$ cat config.mk
export PLATFORM = sky130hd
export DESIGN_NAME = load_store_unit
export DESIGN_NICKNAME = d
export VERILOG_FILES = /design/src/rtl/lsu_pkg.sv /design/src/rtl/load_store_unit.sv
export SDC_FILE = /design/constraint.sdc
export NUM_CORES = 1
export LEC_CHECK = 0
export BUFFER_PORTS_ARGS = -buffer_cell sky130_fd_sc_hd__clkbuf_2
export CORE_AREA = 2 2 74 146
export DETAILED_ROUTE_END_ITERATION = 10
export DIE_AREA = 0 0 76 148
export HOLD_SLACK_MARGIN = 0.06
export PLACE_DENSITY = 0.74
export SLEW_MARGIN = 20
export SYNTH_ARGS = -nofsm -noshare
export SYNTH_HDL_FRONTEND = slang
export SYNTH_SLANG_ARGS = --single-unit
$ cat constraint.sdc
create_clock -name clk -period 2.14 [get_ports clk]
set_clock_uncertainty 0.1 [all_clocks]
set_input_delay 0.107 -clock clk [delete_from_list [all_inputs] [get_ports clk]]
set_output_delay 0.107 -clock clk [all_outputs]
set_load 0.01 [all_outputs]
$ cat src/rtl/lsu_pkg.sv
// Shared constants for the load/store unit: RV32E funct3 codes, FSM encoding and bus byte counts.
package lsu_pkg;

  localparam logic [2:0] F3_B  = 3'd0;
  localparam logic [2:0] F3_H  = 3'd1;
  localparam logic [2:0] F3_W  = 3'd2;
  localparam logic [2:0] F3_BU = 3'd4;
  localparam logic [2:0] F3_HU = 3'd5;

  typedef logic [1:0] lsu_state_t;
  localparam lsu_state_t ST_IDLE    = 2'd0;
  localparam lsu_state_t ST_REQ     = 2'd1;
  localparam lsu_state_t ST_RELEASE = 2'd2;
  localparam lsu_state_t ST_DONE    = 2'd3;

  localparam logic [2:0] NB_NONE = 3'd0;
  localparam logic [2:0] NB_BYTE = 3'd1;
  localparam logic [2:0] NB_HALF = 3'd2;
  localparam logic [2:0] NB_WORD = 3'd4;

endpackage

$ cat src/rtl/load_store_unit.sv
// Single-request load/store unit bridging the core to a start/done memory bus,
// with alignment checking, load extension and a bus timeout.
module load_store_unit
  import lsu_pkg::*;
#(
  parameter int ADDRESS_SIZE   = 18,
  parameter int TIMEOUT_CYCLES = 1023
) (
  input  logic                    clk,
  input  logic                    rst_n,
  input  logic                    req_valid,
  output logic                    req_ready,
  input  logic                    req_is_store,
  input  logic [2:0]              req_funct3,
  input  logic [ADDRESS_SIZE-1:0] req_addr,
  input  logic [31:0]             req_wdata,
  output logic                    rsp_done,
  output logic                    rsp_err,
  output logic [31:0]             rsp_rdata,
  output logic [ADDRESS_SIZE-1:0] bus_address,
  output logic [2:0]              bus_num_bytes,
  output logic                    bus_is_write,
  output logic [31:0]             bus_write_value,
  output logic                    bus_start_request,
  input  logic                    bus_request_done,
  input  logic [31:0]             bus_fetched_value
);

  localparam int CW = $clog2(TIMEOUT_CYCLES + 1);
  localparam logic [CW-1:0] TMO_LAST = CW'(TIMEOUT_CYCLES - 1);

  lsu_state_t    state;
  logic [CW-1:0] tmo_cnt;
  logic [2:0]    funct3_q;
  logic          is_store_q;

  logic [2:0]  dec_nb;
  logic        dec_err;
  logic [31:0] dec_wv;
  logic [31:0] load_ext;

  assign req_ready = (state == ST_IDLE);

  always_comb begin
    dec_nb  = NB_NONE;
    dec_err = 1'b0;
    case (req_funct3)
      F3_B, F3_BU: dec_nb = NB_BYTE;
      F3_H, F3_HU: dec_nb = NB_HALF;
      F3_W:        dec_nb = NB_WORD;
      default:     dec_err = 1'b1;
    endcase
    // Stores have no unsigned variants.
    if (req_is_store && req_funct3 > F3_W) dec_err = 1'b1;
    if (dec_nb == NB_HALF && req_addr[0]) dec_err = 1'b1;
    if (dec_nb == NB_WORD && req_addr[1:0] != 2'b00) dec_err = 1'b1;

    case (dec_nb)
      NB_BYTE: dec_wv = {24'd0, req_wdata[7:0]};
      NB_HALF: dec_wv = {16'd0, req_wdata[15:0]};
      default: dec_wv = req_wdata;
    endcase
  end

  always_comb begin
    case (funct3_q)
      F3_B:    load_ext = {{24{bus_fetched_value[7]}}, bus_fetched_value[7:0]};
      F3_BU:   load_ext = {24'd0, bus_fetched_value[7:0]};
      F3_H:    load_ext = {{16{bus_fetched_value[15]}}, bus_fetched_value[15:0]};
      F3_HU:   load_ext = {16'd0, bus_fetched_value[15:0]};
      F3_W:    load_ext = bus_fetched_value;
      default: load_ext = 32'd0;
    endcase
  end

  always_ff @(posedge clk) begin
    if (!rst_n) begin
      state             <= ST_IDLE;
      tmo_cnt           <= '0;
      funct3_q          <= 3'd0;
      is_store_q        <= 1'b0;
      bus_start_request <= 1'b0;
      bus_is_write      <= 1'b0;
      bus_address       <= '0;
      bus_num_bytes     <= 3'd0;
      bus_write_value   <= 32'd0;
      rsp_done          <= 1'b0;
      rsp_err           <= 1'b0;
      rsp_rdata         <= 32'd0;
    end else begin
      rsp_done <= 1'b0;
      case (state)
        ST_IDLE: begin
          if (req_valid) begin
            funct3_q   <= req_funct3;
            is_store_q <= req_is_store;
            tmo_cnt    <= '0;
            rsp_rdata  <= 32'd0;
            rsp_err    <= dec_err;
            if (dec_err) begin
              state    <= ST_DONE;
              rsp_done <= 1'b1;
            end else begin
              state             <= ST_REQ;
              bus_start_request <= 1'b1;
              bus_address       <= req_addr;
              bus_num_bytes     <= dec_nb;
              bus_is_write      <= req_is_store;
              bus_write_value   <= dec_wv;
            end
          end
        end
        ST_REQ: begin
          // A done arriving on the timeout cycle wins: it is checked first.
          if (bus_request_done) begin
            bus_start_request <= 1'b0;
            if (!is_store_q) rsp_rdata <= load_ext;
            state <= ST_RELEASE;
          end else if (tmo_cnt == TMO_LAST) begin
            bus_start_request <= 1'b0;
            rsp_err           <= 1'b1;
            state             <= ST_RELEASE;
          end else begin
            tmo_cnt <= tmo_cnt + 1'b1;
          end
        end
        ST_RELEASE: begin
          if (!bus_request_done) begin
            state    <= ST_DONE;
            rsp_done <= 1'b1;
          end
        end
        default: state <= ST_IDLE;
      endcase
    end
  end

endmodule

==> out/qor.yml <==
layout:
  layout_common_cells: "179 x clkbuf_2, 127 x nand2_1, 105 x dfxtp_1, 84 x dlygate4sd3_1, 74 x a21oi_1"
  final_common_cell: "clkbuf_2"
  nets: 879
  drive_gt1_frac: 0.303
  fin_area_sq_mm: 0.00667
  num_antenna_cells: 0
  area_growth_pct: 49.6
setup_path:
  cp_max_fo: 16
  cpPeakStageDelay_ns: 0.60
  r2r_slack_ns: 0.14
  worst_path_dominant_cell_family: "compound AO/OA/AOI/OAI gates"
  crit_slowest_cell: "a2111o_2"
  worstReg2RegStart: "state[1]$_SDFFE_PN0P_"
  critPathBufInv: 2
  path_cells: "inv_1, ha_2, inv_1, a2111o_2, a21o_1, a21oi_2"
  r2r-end: "rsp_rdata[30]$_SDFFE_PN0P_"
  timing.setup.critical_path_class: "reg2reg"
  crit_required_ns: 2.32
  worstSetupEndpointType: "flip-flop"
  cp_common_cell: "inv_1"
  arrival_ns: 2.17
  start_kind: "flip-flop"
  r2r_cells: 6
detailed_routing:
  drt_iter0_drc: 299
  drt_first_pass_iters: 6
  routed_via_density: 5.41
  vias: 4996
  post_drt_wl_per_cell_um: 15.8
  wl_um: 14600
  postRouteAntennaNets: 0
  drc: 0
worst_hold_path:
  hp-class: "in2reg"
  hold_depth: 4
  hold_path_end: "rsp_rdata[14]$_SDFFE_PN0P_"
  hold_start: "bus_fetched_value[14]"
sta:
  rsz0062_at_grt: "false"
  finalCritPeriodShare: 0.934
  slew_violations: 0
  setup_tns_ns: 0
  relSlewSlack: 0.581
  fin_crit_ns: 2.00
  fmax_mhz: 501
  hold_viol_final: 0
  setup_viol: 0
  worst_pin_slew_ns: 0.629
yosys:
  synthDominantAreaCellType: "dfxtp_1"
  netlist_area_sq_mm: 0.00446
  synth_area_leaders: "dfxtp_1 47%, nand2_1 11%, a21oi_1 8.3%, nand3_1 3.4%, a21o_1 3.2%"
  synth_ff_type: "dfxtp_1"
  ys_ff_latch: 105
  synthCells: 533
  ys_warn_count: 0
  ys_seq_area_frac: 0.472
  synth_edf_count: 0
  synth_nets: 629
  synth_top_area_share: 0.472
  synth-async-reset-ratio: 0
  yosysUniqueCellTypes: 46
  syn_area_per_cell_sq_um: 8.36
grt:
  antenna_found_initial: 0
  grt_pass1_vias: 5178
  grt_pass1_wl_um: 23600
  grt.total_usage: 0.256
  grt_remaining_overflow: 0
  grt_max_degree: 59
floorplanning:
  num_rows: 52
  initial_core_util: 0.442
  core_area_sq_mm: 0.0101
  dieHeight_um: 148
  design.die.area_sq_mm: 0.0112
  fp.dieW_um: 76
  io-pin-count: 180
clock_tree:
  h-tree-depth: 3
  clock_sinks: 105
  path_clk_slew_ns: 0.07
  clk_latency_ns: 0.34
  cts_tree: "built"
  cts_buffers: 9
  cts-root-buf: "clkbuf_16"
  cts_max_path_buffers: 2
  post-cts-setup-buffers: 0
placement:
  port_buffers: 179
  postPlaceCellArea_sq_mm: 0.00551
  gp_congestion: 0.840
  hpwlAfterDp_um: 9490
run:
  timing.max_cap.violations: 0
pwr:
  p_leak_nw: 2.76
  p_per_area_mw_per_mm2: 835
  peakVddDrop_mv: 0.754
status:
  status: "completed"
-- worst max-delay path by stage --
| stage | startpoint | to | slack, ns | depth (start not counted) |
|---|---|---|---|---|
| global route | tmo_cnt[0]$_SDFFE_PN0P_ | tmo_cnt[5]$_SDFFE_PN0P_ | 0.008 | 6 |
| CTS | tmo_cnt[0]$_SDFFE_PN0P_ | tmo_cnt[5]$_SDFFE_PN0P_ | 0.04 | 6 |
| finish | state[1]$_SDFFE_PN0P_ | rsp_rdata[30]$_SDFFE_PN0P_ | 0.14 | 6 |
| global placement | tmo_cnt[0]$_SDFFE_PN0P_ | tmo_cnt[5]$_SDFFE_PN0P_ | 0.12 | 6 |
| detailed placement | state[1]$_SDFFE_PN0P_ | rsp_rdata[19]$_SDFFE_PN0P_ | 0.06 | 6 |
| floorplan | state[0]$_SDFFE_PN0P_ | rsp_rdata[23]$_SDFFE_PN0P_ | 0.14 | 8 |
-- cell type report --
class	count	area, sq um
Clock inverter	6	61.3
Tap cell	135	169
Inverter	5	18.8
Multi-Input combinational cell	381	2160
Sequential cell	105	2100
Fill cell	761	3420
Timing Repair Buffer	281	1910
Clock buffer	10	239
-- Yosys cell counts, types with 3 or more instances --
| library cell | instances |
|---|---|
| a21oi_1 | 74 |
| nor2_1 | 17 |
| o211ai_1 | 4 |
| a22oi_1 | 16 |
| a21oi_2 | 10 |
| clkbuf_1 | 24 |
| dfxtp_1 | 105 |
| inv_1 | 5 |
| buf_1 | 4 |
| o21ai_0 | 7 |
| and4_1 | 5 |
| or3_1 | 4 |
| mux2i_1 | 10 |
| or2_2 | 4 |
| a21o_1 | 19 |
| or4_1 | 4 |
| ha_1 | 6 |
| o31ai_1 | 3 |
| nand4_1 | 4 |
| buf_2 | 12 |
| a31oi_1 | 3 |
| nand3_1 | 30 |
| o2bb2ai_1 | 8 |
| nand2_1 | 128 |
-- worst min-delay path: cells and delay by family --
kind                   cells  cell delay (ns)
AND/OR/NAND/NOR            1             0.07
buffers and inverters      1             0.10
AO/OA/AOI/OAI              2             0.19
-- kinds of logic after synthesis --
family,after synthesis,share of synthesized area
AND/OR/NAND/NOR,210,0.212
AO/OA/AOI/OAI,154,0.228
flip-flops,105,0.472
buffers and inverters,47,0.0463
multiplexers,11,0.0250
adder cells (fa/ha/maj),6,0.0168
-- what timing repair did --
| action | in CTS | in global routing |
|---|---|---|
| endpoints found under the hold margin | 88 | 0 |
| setup endpoints to repair | 0 | 39 |
| hold buffers | 84 | 0 |
| gates resized for setup | 0 | 8 |
-- layer usage --
layer	up-vias	routed length, um	global-route usage
met4	0	672	0.154
met5	-	0	0
met1	2346	5140	0.258
li1	2357	-	-
met3	65	877	0.0580
met2	228	7930	0.475
-- state kept, by name, summed over array words and instances (netlist names), 2 cells and up --
signal           cells
bus_write_value     32
rsp_rdata           32
bus_address         18
tmo_cnt             10
bus_num_bytes        3
funct3_q             3
state                2
-- metrics by stage --
stage	total power, mW	util	hold slack [ns]	setup slack [ns]	instances
3_3_place_gp	3.74	0.546	0.230	0.116	823
6_report	5.57	0.661	0.0667	0.142	923
5_1_grt	5.83	0.661	0.0870	0.00772	923
3_5_place_dp	3.79	0.546	0.234	0.0564	823
4_1_cts	5.54	0.659	0.0617	0.0381	923
2_1_floorplan	3.20	-	0.143	0.139	533
-- where the power goes --
part | internal (mW) | switching [mW] | leakage, nW
combinational | 0.717 | 0.977 | 1.77
clock | 0.849 | 0.793 | 0.144
sequential | 2.12 | 0.114 | 0.850
total | 3.68 | 1.88 | 2.76
(Power assumes the default switching activity.)
